<file path="src/rtl/wb_pkg.sv">
// rtl/wb_pkg.sv - shared select codes, source enum and entry type for the writeback arbiter
package wb_pkg;

    localparam int RD_W     = 5;
    localparam int XLEN_DEF = 32;

    localparam logic [2:0] SEL_NONE = 3'b000;
    localparam logic [2:0] SEL_AU   = 3'b001;
    localparam logic [2:0] SEL_MUL  = 3'b010;
    localparam logic [2:0] SEL_LSU  = 3'b100;

    // Source index doubles as the bit position of its one-hot select code.
    typedef enum logic [1:0] {
        SRC_AU  = 2'd0,
        SRC_MUL = 2'd1,
        SRC_LSU = 2'd2
    } src_e;

    typedef struct packed {
        logic [RD_W-1:0]     rd;
        logic [XLEN_DEF-1:0] data;
    } wb_entry_t;

    // Round-robin successor: AU -> MUL -> LSU -> AU.
    function automatic src_e next_src(input src_e s);
        case (s)
            SRC_AU:  return SRC_MUL;
            SRC_MUL: return SRC_LSU;
            default: return SRC_AU;
        endcase
    endfunction

    function automatic logic [2:0] sel_of(input src_e s);
        case (s)
            SRC_AU:  return SEL_AU;
            SRC_MUL: return SEL_MUL;
            default: return SEL_LSU;
        endcase
    endfunction

endpackage

</file>
<file path="src/rtl/wb_fifo.sv">
// rtl/wb_fifo.sv - per-source result FIFO with count-based ready
module wb_fifo
    import wb_pkg::*;
#(
    parameter int  DEPTH   = 2,
    parameter type entry_t = wb_entry_t
) (
    input  logic   clk,
    input  logic   rst_n,
    input  logic   flush,
    input  logic   push,
    input  entry_t din,
    input  logic   pop,
    output entry_t dout,
    output logic   ready,
    output logic   empty
);

    localparam int AW = $clog2(DEPTH);

    entry_t          r_mem [DEPTH];
    logic [AW-1:0]   r_wr_ptr;
    logic [AW-1:0]   r_rd_ptr;
    logic [AW:0]     r_count;
    logic            w_push;
    logic            w_pop;

    // Ready comes only from the registered count, so a full FIFO stays
    // closed even in a cycle where its head is being popped.
    assign ready  = (r_count < (AW+1)'(DEPTH));
    assign empty  = (r_count == '0);
    assign w_push = push && ready && !flush;
    assign w_pop  = pop && !empty && !flush;
    assign dout   = r_mem[r_rd_ptr];

    // Pointer and occupancy state; DEPTH is a power of two so pointers wrap naturally.
    always_ff @(posedge clk or negedge rst_n) begin
        if (!rst_n) begin
            r_wr_ptr <= '0;
            r_rd_ptr <= '0;
            r_count  <= '0;
        end else if (flush) begin
            r_wr_ptr <= '0;
            r_rd_ptr <= '0;
            r_count  <= '0;
        end else begin
            if (w_push) r_wr_ptr <= r_wr_ptr + 1'b1;
            if (w_pop)  r_rd_ptr <= r_rd_ptr + 1'b1;
            case ({w_push, w_pop})
                2'b10:   r_count <= r_count + 1'b1;
                2'b01:   r_count <= r_count - 1'b1;
                default: r_count <= r_count;
            endcase
        end
    end

    // Entry storage; contents are don't-care while the count says empty.
    always_ff @(posedge clk) begin
        if (w_push) r_mem[r_wr_ptr] <= din;
    end

endmodule

</file>
<file path="src/rtl/wb_arbiter.sv">
// rtl/wb_arbiter.sv - round-robin writeback arbiter over AU/MUL/LSU result FIFOs
module wb_arbiter
    import wb_pkg::*;
#(
    parameter int DEPTH = 2,
    parameter int XLEN  = 32
) (
    input  logic            clk,
    input  logic            rst_n,
    input  logic            flush,
    input  logic            au_valid,
    input  logic            mul_valid,
    input  logic            lsu_valid,
    output logic            au_ready,
    output logic            mul_ready,
    output logic            lsu_ready,
    input  logic [4:0]      au_rd,
    input  logic [4:0]      mul_rd,
    input  logic [4:0]      lsu_rd,
    input  logic [XLEN-1:0] au_data,
    input  logic [XLEN-1:0] mul_data,
    input  logic [XLEN-1:0] lsu_data,
    output logic [XLEN-1:0] wb_au_result,
    output logic [XLEN-1:0] wb_mul_result,
    output logic [XLEN-1:0] wb_lsu_result,
    output logic [2:0]      wb_select,
    output logic [4:0]      wb_rd,
    output logic            wb_we
);

    typedef struct packed {
        logic [RD_W-1:0] rd;
        logic [XLEN-1:0] data;
    } entry_t;

    logic [2:0]      w_valid;
    logic [2:0]      w_ready;
    logic [2:0]      w_empty;
    logic [2:0]      w_pop;
    entry_t          w_din  [3];
    entry_t          w_head [3];
    entry_t          w_head_sel;
    src_e            w_c0, w_c1, w_c2, w_gnt;
    logic            w_gnt_valid;

    src_e            r_last;
    logic [2:0]      r_sel;
    logic [4:0]      r_rd;
    logic            r_we;
    logic [XLEN-1:0] r_au_result;
    logic [XLEN-1:0] r_mul_result;
    logic [XLEN-1:0] r_lsu_result;

    assign w_valid        = {lsu_valid, mul_valid, au_valid};
    assign w_din[SRC_AU]  = '{rd: au_rd,  data: au_data};
    assign w_din[SRC_MUL] = '{rd: mul_rd, data: mul_data};
    assign w_din[SRC_LSU] = '{rd: lsu_rd, data: lsu_data};

    for (genvar g = 0; g < 3; g++) begin : g_fifo
        wb_fifo #(
            .DEPTH   (DEPTH),
            .entry_t (entry_t)
        ) u_fifo (
            .clk   (clk),
            .rst_n (rst_n),
            .flush (flush),
            .push  (w_valid[g]),
            .din   (w_din[g]),
            .pop   (w_pop[g]),
            .dout  (w_head[g]),
            .ready (w_ready[g]),
            .empty (w_empty[g])
        );
    end

    assign au_ready  = w_ready[SRC_AU];
    assign mul_ready = w_ready[SRC_MUL];
    assign lsu_ready = w_ready[SRC_LSU];

    // Round-robin pick: search the non-empty FIFOs starting after the last grant.
    always_comb begin
        w_c0        = next_src(r_last);
        w_c1        = next_src(w_c0);
        w_c2        = next_src(w_c1);
        w_gnt       = w_c0;
        w_gnt_valid = 1'b1;
        if (!w_empty[w_c0])      w_gnt = w_c0;
        else if (!w_empty[w_c1]) w_gnt = w_c1;
        else if (!w_empty[w_c2]) w_gnt = w_c2;
        else                     w_gnt_valid = 1'b0;
        w_pop      = w_gnt_valid ? sel_of(w_gnt) : SEL_NONE;
        w_head_sel = w_head[w_gnt];
    end

    // Writeback output register and grant pointer; only the granted result lane updates.
    always_ff @(posedge clk or negedge rst_n) begin
        if (!rst_n) begin
            r_last       <= SRC_LSU;
            r_sel        <= SEL_NONE;
            r_rd         <= '0;
            r_we         <= 1'b0;
            r_au_result  <= '0;
            r_mul_result <= '0;
            r_lsu_result <= '0;
        end else if (flush) begin
            r_last <= SRC_LSU;
            r_sel  <= SEL_NONE;
            r_we   <= 1'b0;
        end else if (w_gnt_valid) begin
            r_last <= w_gnt;
            r_sel  <= sel_of(w_gnt);
            r_rd   <= w_head_sel.rd;
            r_we   <= (w_head_sel.rd != '0);
            case (w_gnt)
                SRC_AU:  r_au_result  <= w_head_sel.data;
                SRC_MUL: r_mul_result <= w_head_sel.data;
                default: r_lsu_result <= w_head_sel.data;
            endcase
        end else begin
            r_sel <= SEL_NONE;
            r_we  <= 1'b0;
        end
    end

    assign wb_select     = r_sel;
    assign wb_rd         = r_rd;
    assign wb_we         = r_we;
    assign wb_au_result  = r_au_result;
    assign wb_mul_result = r_mul_result;
    assign wb_lsu_result = r_lsu_result;

endmodule

</file>
<file path="config.mk">
export PLATFORM = sky130hd
export DESIGN_NAME = wb_arbiter
export DESIGN_NICKNAME = d
export VERILOG_FILES = /design/src/rtl/wb_pkg.sv /design/src/rtl/wb_fifo.sv /design/src/rtl/wb_arbiter.sv
export SDC_FILE = /design/constraint.sdc
export NUM_CORES = 1
export LEC_CHECK = 0
export CORE_UTILIZATION = 48
export CTS_CLUSTER_SIZE = 25
export DETAILED_ROUTE_END_ITERATION = 16
export GPL_TIMING_DRIVEN = 1
export PLACE_DENSITY = 0.76
export REMOVE_ABC_BUFFERS = 1
export SLEW_MARGIN = 20
export SYNTH_ARGS = -nofsm -noshare
export SYNTH_HDL_FRONTEND = slang
export SYNTH_SLANG_ARGS = --single-unit
</file>
<file path="constraint.sdc">
create_clock -name clk -period 4.2 [get_ports clk]
set_clock_uncertainty 0.1 [all_clocks]
set_input_delay 0.84 -clock clk [delete_from_list [all_inputs] [get_ports clk]]
set_output_delay 0.84 -clock clk [all_outputs]
set_load 0.02 [all_outputs]
</file>
; Yosys cells after proc, flatten, opt, wreduce, memory -nomap -nowiden
; Memories as Yosys holds them, arrays and structs flattened.
; Index checks and enable logic that the tools add are counted.
[totals]
register_bits = 119
latchBits = 0
ramBits = 222
rom_bits = 0
out_inout_bits = 108
elab_cells = 139
n_memories = 3
[mem_list]
columns = name, words, width, rd, rd_clocked_by_memory_dff, wr, line_no
row1 = g_fifo[0].u_fifo.r_mem, 2, 37, 1, 0, 1, wb_fifo.sv:21  ; entry_t r_mem [DEPTH];
row2 = g_fifo[1].u_fifo.r_mem, 2, 37, 1, 0, 1, wb_fifo.sv:21
row3 = g_fifo[2].u_fifo.r_mem, 2, 37, 1, 0, 1, wb_fifo.sv:21
[classes]
addsub = 12
multipliers = 0
n_div = 0
n_lt_le_gt_ge = 7
eq_ne = 10
n_shift = 0
mux = 49
bitwise_logic = 3
reduce_logical = 39
[op_table]
columns = operator, n
row1 = 37-bit binary-select mux with 2-bit select, 1
row2 = 37-bit 2-to-1 mux, 2
row3 = 1-bit 2-to-1 mux, 26
row4 = 2-bit one-hot mux with 2 select lines, 6
row5 = 2-bit 2-to-1 mux, 8
row6 = "2-bit by 1-bit equality test with 1-bit output, second input constant", 7
row7 = 2-bit logical NOT, 7
row8 = 2-bit nonzero test, 7
row9 = 1-bit logical AND, 12
row10 = "2-bit by 3-bit less-than comparator with 1-bit output, second input constant", 3
row11 = 3-bit AND reduction, 3
row12 = 3-bit nonzero test, 3
row13 = "1-bit adder, second input constant", 6
row14 = "2-bit by 1-bit adder with 2-bit output, second input constant", 3
row15 = 1-bit binary-select mux with 2-bit select, 3
row16 = "2-bit equality test, second input constant", 3
row17 = "2-bit less-than comparator, second input constant", 3
row18 = 3-bit 2-to-1 mux, 2
row19 = 3-bit one-hot mux with 2 select lines, 1
row20 = "2-bit by 1-bit subtractor with 2-bit output, second input constant", 3
row21 = 5-bit nonzero test, 1
row22 = 1-bit logical NOT, 4
row23 = "3-bit greater-or-equal comparator, second input constant", 1
row24 = 2-bit inverter with 3-bit output, 1
row25 = 3 further kinds, 4

; Depth between registers and ports, before layout
[depth]
word_depth = 19
ltp_mapped = 9

; Cells and area by module
; Synthesis repeated with hierarchy kept, for this count alone.
[hier_totals]
hier_cells = 803
hier_area_um2 = 13778.2
[by_module_without_submodules]
columns = module, n_inst, cells_per_inst, area_per_inst_um2, seq_area_each_um2
row1 = wb_fifo (g_fifo[1].u_fifo ...), 2, 137, 2975.4, 2322.2
row2 = wb_arbiter, 1, 391, 4854.7, 2678.8
row3 = wb_fifo (g_fifo[0].u_fifo), 1, 138, 2972.9, 2322.2

; Worst setup path before layout
; Ideal clock, no wire load.
[synth_timing]
kind = in2reg
from = in flush
to = mem g_fifo[0].u_fifo.r_mem[1][0] in the netlist's numbering, enable pin
setup_time_ns = 0.485
arrival_time_ns = 3.798
required_time_ns = 3.615
setup_slack_ns = -0.183
cell_stages = 2
n_path_buf = 1
path_cell_list = clkbuf_1 > nor3b_1
[synth_between]
elab_chain_len = 4
[synth_rtl]
columns = item, line_no
row1 = from (decl), wb_arbiter.sv:10  ; input logic flush,
row2 = 1-bit logical NOT, wb_fifo.sv:32  ; assign w_push = push && ready && !flush;
row3 = 1-bit logical AND, wb_fifo.sv:32
row4 = 1-bit 2-to-1 mux, wb_fifo.sv:59  ; if (w_push) r_mem[r_wr_ptr] <= din;
row5 = 1-bit 2-to-1 mux (implied by the code), wb_fifo.sv:59
row6 = to (decl), wb_fifo.sv:21
; Every way passes these cells.

; Final worst setup path
[layout_timing]
from = reg g_fifo[0].u_fifo.r_count[1]
to = reg r_au_result[11], in the netlist wb_au_result[11]
[layout_between]
elab_chain_len = 10
elab_cells_between_ends = 19
cone_classes = 15 x mux / 1 x bitwise / 3 x reduce/logical
[layout_rtl]
columns = item, line_no
row1 = from (decl), wb_fifo.sv:24  ; logic [AW:0] r_count;
row2 = from (signal assigned), wb_fifo.sv:50  ; 2'b10: r_count <= r_count + 1'b1;
row3 = from (signal assigned), wb_fifo.sv:51  ; 2'b01: r_count <= r_count - 1'b1;
row4 = from (signal assigned), wb_fifo.sv:52  ; default: r_count <= r_count;
row5 = 2-bit logical NOT (*), wb_fifo.sv:31  ; assign empty = (r_count == '0);
row6 = 1-bit binary-select mux with 2-bit select, wb_arbiter.sv:89  ; else if (!w_empty[w_c2]) w_gnt = w_c2;
row7 = 1-bit 2-to-1 mux (implied by the code), wb_arbiter.sv:89
row8 = 2-bit 2-to-1 mux, wb_arbiter.sv:89
row9 = 2-bit 2-to-1 mux, wb_arbiter.sv:88  ; else if (!w_empty[w_c1]) w_gnt = w_c1;
row10 = 2-bit 2-to-1 mux, wb_arbiter.sv:87  ; if (!w_empty[w_c0]) w_gnt = w_c0;
row11 = 2-bit inverter with 3-bit output (implied by the code), wb_arbiter.sv:92  ; w_head_sel = w_head[w_gnt];
row12 = 37-bit binary-select mux with 2-bit select, wb_arbiter.sv:92
row13 = 37-bit 2-to-1 mux (implied by the code) (2 in series), wb_arbiter.sv:92
row14 = to (signal assigned), wb_arbiter.sv:115  ; SRC_AU: r_au_result <= w_head_sel.data;
row15 = to (decl), wb_arbiter.sv:50  ; logic [XLEN-1:0] r_au_result;
; Every way passes the cells marked *; elsewhere a longest branch is shown, timed or not. The select of a mux whose other input is x is not followed.
; A chain may end at the register's enable or synchronous reset.

==> flow_summary.json <==
{
  "grt_pass1_vias": 8278,
  "cp.arrival_ns": 3.43,
  "vias": 7953,
  "area_delta_synth_final_pct": 28.3,
  "hold_violations": 0,
  "track_usage_pct": 21.5,
  "setup_violations": 0,
  "ctsResizeCount": 0,
  "grt_max_degree": 120,
  "core-area_um2": 26900,
  "ir_drop_mv": 0.472,
  "ys_ff_latch": 341,
  "path_clk_slew_ns": 0.06,
  "final_antenna_net_count": 0,
  "wl_um": 29900,
  "relSlewSlack_pct": 34.7,
  "grt_pass1_wl_um": 45900,
  "drive_gt1_share_pct": 9.67,
  "detail_route.wl_per_cell_um": 20.1,
  "yosysUniqueCellTypes": 43,
  "cap_violations": 0,
  "status": "finished, final reports clean",
  "clock_latency_ns": 0.50,
  "rows": 60,
  "fmax_ghz": 0.315,
  "clockBufferDepth": 3,
  "dr_wl_met3_um": 1900,
  "grt_overflow": 0,
  "layout.nets": 1240,
  "period_share_pct": 75.5,
  "power.density_nw_per_um2": 763,
  "cts_setup_buffers": 0,
  "antenna_found_initial": 2,
  "worst_slew_pin_slew_ns": 0.979,
  "cp.required_ns": 4.46,
  "htreeDepth": 2,
  "boundaryPins": 225,
  "crit_chain": "or4_4 > nor3_4 > or2_2 > or3_2 > buf_4 > o21ai_0",
  "yosys_warnings": 0,
  "numClockSinks": 341,
  "tns_ns": 0,
  "hold_slack_ns": 0.378,
  "max_stage_delay_ns": 0.67,
  "fin_crit_ns": 3.17,
  "root_buffer": "clkbuf_16",
  "instances_no_fill": 1490,
  "power_leakage_nw": 6.09,
  "drc": 0,
  "synth.cell_area_um2": 13100,
  "dp_hpwl_um": 19400,
  "startpoint_type": "flip-flop",
  "cp-end-kind": "flip-flop",
  "final_common_cell": "clkdlybuf4s50_1",
  "initial_core_util_pct": 48.8,
  "rsz0062_at_grt": "false",
  "via_per_inst": 5.34,
  "drv_slew": 0,
  "post_dp_cell_area_um2": 15700,
  "io_buffers": 224,
  "final_area_um2": 16800,
  "cpMaxStageDelayCell": "or3_2",
  "avgSynthCellArea_um2": 14.8,
  "place_congestion": 0.819,
  "die_y_um": 167,
  "worstPathMaxFanout": 39,
  "placedCellCount": 1427,
  "wl_met2_um": 15100,
  "dr.pass1.iters": 5,
  "ys_seq_area_share_pct": 73.6,
  "wl_met1_um": 12300,
  "finalPower_w": 0.0128,
  "crit_type": "flip-flop to flip-flop",
  "die_area_um2": 28000,
  "syn_inst": 888,
  "tritoncts": "built",
  "die_w_um": 167,
  "cts_buffers": 35,
  "final_cell_mix": "223 x clkdlybuf4s50_1, 222 x edfxtp_1, 138 x mux2i_1",
  "hold_path.class": "flip-flop to flip-flop",
  "drtIter0Drc": 512,
  "top_layer": "met4",
  "fill_cells": 1992,
  "ctsHoldBuffers": 0
}
[cell families (layout without fill, tap and decap cells)]
logic type                after synthesis  count (layout)  synth area share [%]
buffers and inverters                  54             314                  2.32
other                                   0               1                     0
AOI/OAI and AO/OA                     153             153                  6.39
and+or+nand+nor                       183             183                  5.79
muxes                                 145             145                  11.1
DFF                                   341             341                  73.6
xor gates and xnor gates               12              12                 0.802
[through the flow]
step | utilization [%] | setup slack (ns)
2_1_floorplan | - | -0.133
3_3_place_gp | 58.5 | 0.898
3_5_place_dp | 58.5 | 0.818
4_1_cts | 62.6 | 0.986
5_1_grt | 62.6 | 0.776
6_report | 62.6 | 1.03
[cells in the mapped netlist, drive strengths merged]
master     n  area, um^2
edfxtp   222        6670
mux2i    138        1380
nor2     120         453
dfrtp    118        2950
a21oi    103         553
nand2     41         154
o21ai     41         205
buf       31         218
clkbuf    18        67.6
xnor2      9        78.8
mux2       7        78.8
inv        5        18.8
nor3       5        41.3
or2        4        25.0
nand3      3        15.0
nor3b      3        22.5
o221ai     3        26.3
xor2       3        26.3
a211oi     2        15.0
a2bb2oi    1        8.76
a31oi      1        6.26
and2       1        6.26
and3       1        6.26
dfstp      1        26.3
nand2b     1        6.26
nand4      1        6.26
nor4       1        6.26
o211ai     1        12.5
o221a      1        11.3
or3        1        6.26
or4        1        11.3
[critical path: cells and delay by family, from the launching register on]
| family | cells | cell delay, ns |
|---|---|---|
| AOI/OAI and AO/OA | 1 | 0.15 |
| buffers and inverters | 1 | 0.40 |
| DFF | 1 | 0.43 |
| and+or+nand+nor | 4 | 1.93 |
[area by class of cell]
class	count	area [um^2]	area share (%)
Sequential cell	341	9650	57.3
Antenna cell	1	2.50	0.0149
Timing Repair Buffer	247	2420	14.4
Tap cell	341	427	2.54
Multi-Input combinational cell	493	3210	19.1
Clock buffer	45	966	5.74
Inverter	5	18.8	0.112
Clock inverter	17	136	0.810
[layer usage]
| layer | GRT usage (%) | up-vias |
|---|---|---|
| li1 | - | 3712 |
| met4 | 5.74 | 0 |
| met5 | 0 | - |
| met3 | 5.01 | 44 |
| met1 | 27.1 | 3961 |
| met2 | 37.3 | 236 |
[report_power, final]
part / total, W / internal, W / switching [W] / leakage [nW]
registers: 0.00486 / 0.00435 / 0.000503 / 3.44
clock network: 0.00297 / 0.00175 / 0.00122 / 0.539
logic: 0.00502 / 0.00210 / 0.00292 / 2.12
total: 0.0128 / 0.00820 / 0.00465 / 6.09
[state kept, by name, indices dropped and copies added (netlist names)]
name,count
wb_lsu_result,32
wb_rd,5
g_fifo.u_fifo.r_mem,222
wb_au_result,32
wb_we,1
g_fifo.u_fifo.r_rd_ptr,3
wb_select,3
g_fifo.u_fifo.r_wr_ptr,3
wb_mul_result,32
r_last,2
g_fifo.u_fifo.r_count,6
[path summary, 6_finish.rpt]
| check | startpoint | end | slack, ns | cells after the start |
|---|---|---|---|---|
| max | g_fifo[0].u_fifo.r_count[1] | wb_au_result[11] | 1.03 | 6 |
| min | wb_rd[2] | wb_rd[2] | 0.38 | 2 |
| max reg2reg | g_fifo[0].u_fifo.r_count[1] | wb_au_result[11] | 1.03 | 6 |
| min reg2reg | wb_rd[2] | wb_rd[2] | 0.38 | 2 |
| max in group asynchronous | rst_n | g_fifo[2].u_fifo.r_rd_ptr | 2.87 | 1 |
| min in group asynchronous | rst_n | wb_select[1] | 0.41 | 1 |
(Power assumes the default switching activity.)
